===== src/rtl/uart_tx_stim_pkg.sv =====
// Shared UART definitions: default baud divisor, data-bit index limit and the
// transmitter/receiver state encodings.
package uart_tx_stim_pkg;

   localparam int unsigned UART_DIV_RATE    = 260;  // 10 MHz / 38400 baud
   localparam int unsigned UART_BIT_CNT_MSB = 7;    // last data bit index
   localparam int unsigned UART_DATA_W      = 8;
   localparam int unsigned UART_BAUD_W      = 16;   // holds DIV_RATE-1 up to 65534
   localparam int unsigned UART_BIT_W       = 3;

   typedef enum logic [1:0] {
      IDLE  = 2'd0,
      START = 2'd1,
      DATA  = 2'd2,
      STOP  = 2'd3
   } uart_state_e;

endpackage : uart_tx_stim_pkg


===== src/rtl/uart_tx_fifo.sv =====
// Byte queue feeding the UART transmitter.
//   clk, reset      : clock, synchronous active-high reset
//   push, push_data : write strobe and byte (ignored while full)
//   pop             : remove head byte (ignored while empty)
//   pop_data        : current head byte
//   full, empty     : registered occupancy flags
module uart_tx_fifo
   import uart_tx_stim_pkg::*;
#(
   parameter int unsigned DEPTH = 4
) (
   input  logic                   clk,
   input  logic                   reset,
   input  logic                   push,
   input  logic [UART_DATA_W-1:0] push_data,
   input  logic                   pop,
   output logic [UART_DATA_W-1:0] pop_data,
   output logic                   full,
   output logic                   empty
);

   localparam int unsigned AW = (DEPTH > 1) ? $clog2(DEPTH) : 1;
   localparam int unsigned CW = AW + 1;

   logic [AW-1:0]          wr_ptr_q, wr_ptr_d;
   logic [AW-1:0]          rd_ptr_q, rd_ptr_d;
   logic [CW-1:0]          count_q, count_d;
   logic                   full_q, empty_q;
   logic                   push_ok, pop_ok;
   logic [UART_DATA_W-1:0] mem_q [DEPTH];

   // Acceptance uses the registered flags only, so a same-cycle pop never
   // makes room for a write presented while full.
   assign push_ok = push && !full_q;
   assign pop_ok  = pop && !empty_q;

   // Pointer and occupancy next-state; pointers wrap naturally at DEPTH.
   always_comb begin
      wr_ptr_d = wr_ptr_q;
      rd_ptr_d = rd_ptr_q;
      count_d  = count_q;
      if (push_ok) begin
         wr_ptr_d = wr_ptr_q + AW'(1);
      end
      if (pop_ok) begin
         rd_ptr_d = rd_ptr_q + AW'(1);
      end
      case ({push_ok, pop_ok})
         2'b10:   count_d = count_q + CW'(1);
         2'b01:   count_d = count_q - CW'(1);
         default: count_d = count_q;
      endcase
   end

   // Control registers; flags are precomputed from the next count.
   always_ff @(posedge clk) begin
      if (reset) begin
         wr_ptr_q <= '0;
         rd_ptr_q <= '0;
         count_q  <= '0;
         full_q   <= 1'b0;
         empty_q  <= 1'b1;
      end else begin
         wr_ptr_q <= wr_ptr_d;
         rd_ptr_q <= rd_ptr_d;
         count_q  <= count_d;
         full_q   <= (count_d == CW'(DEPTH));
         empty_q  <= (count_d == '0);
      end
   end

   // Storage array; contents need no reset since the pointers gate access.
   always_ff @(posedge clk) begin
      if (push_ok) begin
         mem_q[wr_ptr_q] <= push_data;
      end
   end

   assign pop_data = mem_q[rd_ptr_q];
   assign full     = full_q;
   assign empty    = empty_q;

endmodule : uart_tx_fifo


===== src/rtl/uart_tx_stim.sv =====
// Queued 8N1 UART transmitter used to stimulate a uart_rx input.
//   clk, reset : clock, synchronous active-high reset
//   wr_en      : byte write strobe (dropped while full)
//   wr_data    : byte to queue
//   full/empty : queue occupancy flags
//   tx_busy    : frame in progress
//   tx_end     : pulse on the final cycle of the stop bit
//   tx         : serial output, idle high
module uart_tx_stim
   import uart_tx_stim_pkg::*;
#(
   parameter int unsigned DIV_RATE   = UART_DIV_RATE,
   parameter int unsigned FIFO_DEPTH = 4
) (
   input  logic                   clk,
   input  logic                   reset,
   input  logic                   wr_en,
   input  logic [UART_DATA_W-1:0] wr_data,
   output logic                   full,
   output logic                   empty,
   output logic                   tx_busy,
   output logic                   tx_end,
   output logic                   tx
);

   localparam logic [UART_BAUD_W-1:0] BAUD_LAST = UART_BAUD_W'(DIV_RATE - 1);
   localparam logic [UART_BIT_W-1:0]  BIT_LAST  = UART_BIT_W'(UART_BIT_CNT_MSB);

   uart_state_e            state_q, state_d;
   logic [UART_BAUD_W-1:0] baud_q, baud_d;
   logic [UART_BIT_W-1:0]  bit_q, bit_d;
   logic [UART_DATA_W-1:0] shift_q, shift_d;
   logic                   tx_q, tx_d;
   logic                   busy_q, busy_d;
   logic                   end_q, end_d;
   logic                   baud_done;
   logic                   fifo_pop;
   logic                   fifo_empty;
   logic [UART_DATA_W-1:0] fifo_data;

   uart_tx_fifo #(
      .DEPTH (FIFO_DEPTH)
   ) u_fifo (
      .clk       (clk),
      .reset     (reset),
      .push      (wr_en),
      .push_data (wr_data),
      .pop       (fifo_pop),
      .pop_data  (fifo_data),
      .full      (full),
      .empty     (fifo_empty)
   );

   assign baud_done = (baud_q == BAUD_LAST);

   // State register and registered outputs.
   always_ff @(posedge clk) begin
      if (reset) begin
         state_q <= IDLE;
         baud_q  <= '0;
         bit_q   <= '0;
         shift_q <= '0;
         tx_q    <= 1'b1;
         busy_q  <= 1'b0;
         end_q   <= 1'b0;
      end else begin
         state_q <= state_d;
         baud_q  <= baud_d;
         bit_q   <= bit_d;
         shift_q <= shift_d;
         tx_q    <= tx_d;
         busy_q  <= busy_d;
         end_q   <= end_d;
      end
   end

   // Next-state logic. Outputs are derived from the next state so the
   // registered tx lines up with state_q cycle for cycle.
   always_comb begin
      state_d  = state_q;
      baud_d   = baud_q + UART_BAUD_W'(1);
      bit_d    = bit_q;
      shift_d  = shift_q;
      fifo_pop = 1'b0;
      tx_d     = 1'b1;
      busy_d   = 1'b0;
      end_d    = 1'b0;

      case (state_q)
         IDLE: begin
            baud_d = '0;
            if (!fifo_empty) begin
               fifo_pop = 1'b1;
               shift_d  = fifo_data;
               state_d  = START;
            end
         end
         START: begin
            if (baud_done) begin
               baud_d  = '0;
               bit_d   = '0;
               state_d = DATA;
            end
         end
         DATA: begin
            if (baud_done) begin
               baud_d  = '0;
               shift_d = {1'b0, shift_q[UART_DATA_W-1:1]};
               bit_d   = bit_q + UART_BIT_W'(1);
               if (bit_q == BIT_LAST) begin
                  state_d = STOP;
               end
            end
         end
         STOP: begin
            if (baud_done) begin
               baud_d  = '0;
               state_d = IDLE;
            end
         end
         default: begin
            baud_d  = '0;
            state_d = IDLE;
         end
      endcase

      case (state_d)
         START:   tx_d = 1'b0;
         DATA:    tx_d = shift_d[0];
         default: tx_d = 1'b1;
      endcase
      busy_d = (state_d != IDLE);
      // Fires when the next cycle is the last one of the stop bit.
      end_d  = (state_d == STOP) && (baud_d == BAUD_LAST);
   end

   assign empty   = fifo_empty;
   assign tx_busy = busy_q;
   assign tx_end  = end_q;
   assign tx      = tx_q;

endmodule : uart_tx_stim


===== config.mk =====
export PLATFORM = sky130hd
export DESIGN_NAME = uart_tx_stim
export DESIGN_NICKNAME = d
export VERILOG_FILES = /design/src/rtl/uart_tx_stim_pkg.sv /design/src/rtl/uart_tx_fifo.sv /design/src/rtl/uart_tx_stim.sv
export SDC_FILE = /design/constraint.sdc
export NUM_CORES = 1
export LEC_CHECK = 0
export ABC_AREA = 0
export BUFFER_PORTS_ARGS = -buffer_cell sky130_fd_sc_hd__buf_2
export CORE_MARGIN = 4
export CORE_UTILIZATION = 30
export DETAILED_ROUTE_END_ITERATION = 12
export PLACE_DENSITY = 0.53
export SYNTH_ARGS = -nofsm -noshare
export SYNTH_HDL_FRONTEND = slang
export SYNTH_SLANG_ARGS = --single-unit

===== constraint.sdc =====
create_clock -name clk -period 6.1 [get_ports clk]
set_clock_uncertainty 0.05 [all_clocks]
set_input_delay 1.22 -clock clk [delete_from_list [all_inputs] [get_ports clk]]
set_output_delay 1.22 -clock clk [all_outputs]
set_load 0.01 [all_outputs]

[Word-level counts from Yosys, hierarchy flattened]
Memory sizes are Yosys's and may differ from the RTL's. A register that Yosys moved wholly into a read port is not among the register bits.
Cells that the tools add are included.
Operators by class
  div/mod/pow operators: 0
  bitwise logic cells: 0
  shift-type cells: 0
  multiply operators: 0
  magnitude comparators: 0
  equal/unequal tests: 15
  reductions and logical operators: 13
  mux-type cells: 22
  add/sub/neg operators: 6
Operator list (number)
  $eq A16 B9 Y1 const B: 2
  $pmux W16 S2: 1
  $add A16 B1 Y16 const B: 1
  $mux W16: 1
  $mux W8: 2
  $pmux W8 S2: 1
  $mux W2: 7
  $pmux W3 S2: 2
  $eq A2 B2 Y1 const B: 5
  $pmux W2 S4: 1
  $add A3 B1 Y3 const B: 2
  $eq A2 B1 Y1 const B: 3
  $eq A3 B3 Y1 const B: 2
  $mux W3: 2
  $ne A2 B2 Y1 const B: 3
  $reduce_and A3 Y1: 2
  $reduce_bool A2 Y1: 3
  $add A2 B1 Y2 const B: 2
  $mux W1: 4
  $logic_and A1 B1 Y1: 3
  $logic_not A3 Y1: 1
  $reduce_or A3 Y1: 1
  $sub A3 B1 Y3 const B: 1
  $logic_not A1 Y1: 2
  2 further kinds: 2
Word-level totals
  bits in writable memories: 32
  memories kept: 1
  bits in latches: 0
  flip-flop bits (word level): 41
  output and inout bits: 5
  input bits: 11
  ROM bits: 0
  logic and storage cells: 70
Memory list
  u_fifo.mem_q: words 4, bits a word 8, read ports 1, clocked after Yosys merged registers in 1, wr ports 1, RTL line uart_tx_fifo.sv:30  | logic [UART_DATA_W-1:0] mem_q [DEPTH];

[Longest topological paths before layout]
  depth after elaboration: 6
  mapped depth: 11
  depth with buffers taken out: 10

[Hierarchy]
A second synthesis with hierarchy kept.
Second synthesis, totals
  cells, all modules: 297
  area total of the unflattened synthesis: 3420.8 µm²
Modules (own cells, without submodules)
  uart_tx_stim: area each 1726.7 µm², instances 1, seq. area each 640.6 µm², cells each 197
  uart_tx_fifo: area each 1694.1 µm², instances 1, seq. area each 1181.1 µm², cells each 100

[Least setup slack after synthesis]
No wires, ideal clock.
  kind: input -> register
  from: input port reset
  to: register end_q, in the netlist tx_end
  slack: 3.224 ns
  required time: 5.972 ns
  arrival time: 2.748 ns
  stages: 5
  path through: or3_1 buf_2 or4b_1 or4_1 nor3_1
RTL lines
  from (decl): RTL line uart_tx_stim.sv:16  | input logic reset,
  to (signal assigned): RTL line uart_tx_stim.sv:73  | end_q <= end_d;
  to (decl): RTL line uart_tx_stim.sv:35  | logic end_q, end_d;

==> flow_metrics.env <==
export IMPL_min_from="shift_q[2]"
export IMPL_async_flop_share_pct=0
export IMPL_grt_max_degree=25
export IMPL_vias=2149
export IMPL_seq_power_share_pct=51.7
export IMPL_grt_pass1_vias=2134
export IMPL_power_frac_clock_pct=28.3
export IMPL_num_antenna_cells=0
export IMPL_core_area_um2=10500
export IMPL_pre_cts_ws_ps=2650
export IMPL_port_buffers=15
export IMPL_reg2reg_from="baud_q[0]"
export IMPL_std_cell_rows=37
export IMPL_powerDensity_nw_per_um2=347
export IMPL_synth_nets=330
export IMPL_overflow=0
export IMPL_numClockSinks=75
export IMPL_comb_power_share_pct=19.9
export IMPL_synth_edff_count=32
export IMPL_ios=16
export IMPL_period_share_pct=50.2
export IMPL_synth_mux_area_share_pct=5.47
export IMPL_drc=0
export IMPL_cts_buffers=9
export IMPL_rsz0062_at_grt="no"
export IMPL_hpwl_um=3940
export IMPL_yosys_warnings=0
export IMPL_outcome="complete, no violations"
export IMPL_fin_ws_ps=3040
export IMPL_clk_pin_slew_ps=80
export IMPL_tightest_slew_ps=815
export IMPL_initial_core_util_pct=31.3
export IMPL_cts_hold_buffers=0
export IMPL_grt_usage_pct=9.83
export IMPL_fp_dieW_um=113
export IMPL_wl_per_cell_um=12.6
export IMPL_cp_required_ps=6330
export IMPL_power_total_mw=1.26
export IMPL_ys_ff_latch=75
export IMPL_postSynthCellCount=310
export IMPL_cap_viol_max_count=0
export IMPL_seq_area_frac_synth_pct=55.3
export IMPL_dpl_instance_area_um2=3460
export IMPL_start_kind="input port"
export IMPL_min_path_type="register to register"
export IMPL_power_leakage_nw=1.23
export IMPL_finalSetupViolCount=0
export IMPL_die_y_um=113
export IMPL_crit_fanout=24
export IMPL_worstPathArrival_ps=3300
export IMPL_stdcell_area_um2=3640
export IMPL_final_hold_viol_count=0
export IMPL_finalNonFillerCells=459
export IMPL_hold_ws_ps=421
export IMPL_synthSimpleGateAreaFrac_pct=19.2
export IMPL_synth_top_family_by_area="simple AND/OR/NAND/NOR gates"
export IMPL_num_nets_final=338
export IMPL_clk_path_buf_depth=2
export IMPL_synthDistinctLibCells=40
export IMPL_initialDrtViolationCount=92
export IMPL_post_cts_buffers=0
export IMPL_cp_end_kind="register"
export IMPL_max_freq_mhz=326
export IMPL_gp_congestion=0.782
export IMPL_synth_xor_area_share_pct=6.12
export IMPL_synthFlopType="dfxtp_1"
export IMPL_drv_slew=0
export IMPL_drt_pass1_iterations=4
export IMPL_cts_root_buf="clkbuf_8"
export IMPL_viasPerCell=4.68
export IMPL_drive_gt1_share_pct=13.0
export IMPL_grt_pass1_wl_um=9940
export IMPL_p_int_mw=0.871
export IMPL_swShare_pct=31.1
export IMPL_switching_power_mw=0.392
export IMPL_cp_startpoint="reset"
export IMPL_die_area_um2=12700
export IMPL_critPathKind="input port to register"
export IMPL_synth_compound_area_share_pct=6.27
export IMPL_routed_wl_um=5790
export IMPL_slew_limit_headroom_pct=45.2
export IMPL_dp_cells=443
export IMPL_fin_crit_ps=3060
export IMPL_synthAdderAreaFrac_pct=3.65
export IMPL_cts_tree="yes"
export IMPL_tns_ps=0
export IMPL_synthesis_area_um2=3290
export IMPL_antenna_found_initial=0
export IMPL_insertion_delay_ps=350
export IMPL_final_core_util_pct=34.7
export IMPL_cts_resized_gates=0
export IMPL_syn_to_final_growth_pct=10.6
export IMPL_ant_nets=0
export IMPL_avgSynthCellArea_um2=10.6
export IMPL_htree_levels=3
export IMPL_peakVddDrop_mv=0.180
-- registers in the layout (all words and copies together) (netlist names), named ones only --
signal           cells
u_fifo.full          1
tx                   1
u_fifo.empty         1
u_fifo.wr_ptr_q      2
u_fifo.rd_ptr_q      2
shift_q              8
state_q              2
u_fifo.mem_q        32
baud_q              16
u_fifo.count_q       3
bit_q                3
tx_end               1
tx_busy              1
-- critical path, stage by stage --
cell and delay (ps):
buf_2 240, or3_1 690, or4b_1 570, or4_1 400, nor3_1 170
-- power by group through the flow --
| stage | Combinational, mW | Clock [mW] | Sequential, mW |
|---|---|---|---|
| after floorplan | 0.217 | 0 | 0.637 |
| after global placement | 0.255 | 0 | 0.667 |
| after detailed placement | 0.257 | 0 | 0.668 |
| after CTS | 0.258 | 0.375 | 0.656 |
| after global routing | 0.292 | 0.396 | 0.665 |
| final | 0.252 | 0.358 | 0.653 |
-- cell type report --
class,instances,area [µm²]
clock buffers,9,124
inverters,11,41.3
clock inverters,7,61.3
flip-flops and latches,75,1820
fillers,1057,6870
well taps,136,170
multi-input cells,205,1340
repair buffers,16,82.6
-- cells in the final DEF (no fill, tap or decap), drive strengths merged, types with 4 or more instances in the layout --
cell    count
a21oi       9
a31oi       9
and2        4
and3        5
buf        16
clkbuf      9
dfxtp      43
edfxtp     32
ha          8
inv        14
mux4        8
nand2      34
nand3      10
nand4       7
nor2       39
nor3       10
nor4        7
o21ai       7
or3         4
xnor2      15
xor2        8
-- cell families after synthesis --
kind of cell | Yosys count
and+or+nand+nor | 131
DFF | 75
AOI/OAI and AO/OA | 34
buffers and inverters | 30
xor gates and xnor gates | 23
adders and majority gates | 9
muxes | 8
-- Yosys cell counts (7+ instances only) --
cell type	number	area (µm²)
a21oi_1	9	45.0
a31oi_1	9	56.3
buf_2	7	35.0
clkbuf_1	10	37.5
dfxtp_1	43	861
edfxtp_1	32	961
ha_1	8	100
inv_1	11	41.3
mux4_2	8	180
nand2_1	34	128
nand3_1	10	50.1
nand4_1	7	43.8
nor2_1	39	146
nor3_1	10	50.1
nor4_1	7	43.8
xnor2_1	15	131
xor2_1	8	70.1
-- worst paths after layout --
path | cells past startpoint | to | slack (ps)
max | 5 | tx_end | 3040
min reg2reg | 2 | shift_q[2] | 420
min | 2 | shift_q[2] | 420
max reg2reg | 7 | tx_end | 3090
-- per-layer routing --
layer / vias up / GRT usage (%) / part of all wire (%) / wire [µm]
li1: 1114 / - / - / -
met1: 1008 / 12.7 / 50 / 2890
met2: 23 / 15.0 / 46 / 2650
met3: 4 / 3.90 / 3.8 / 218
met4: 0 / 3.37 / 0.47 / 27
met5: - / 0 / 0 / 0
(Power assumes the default switching activity.)
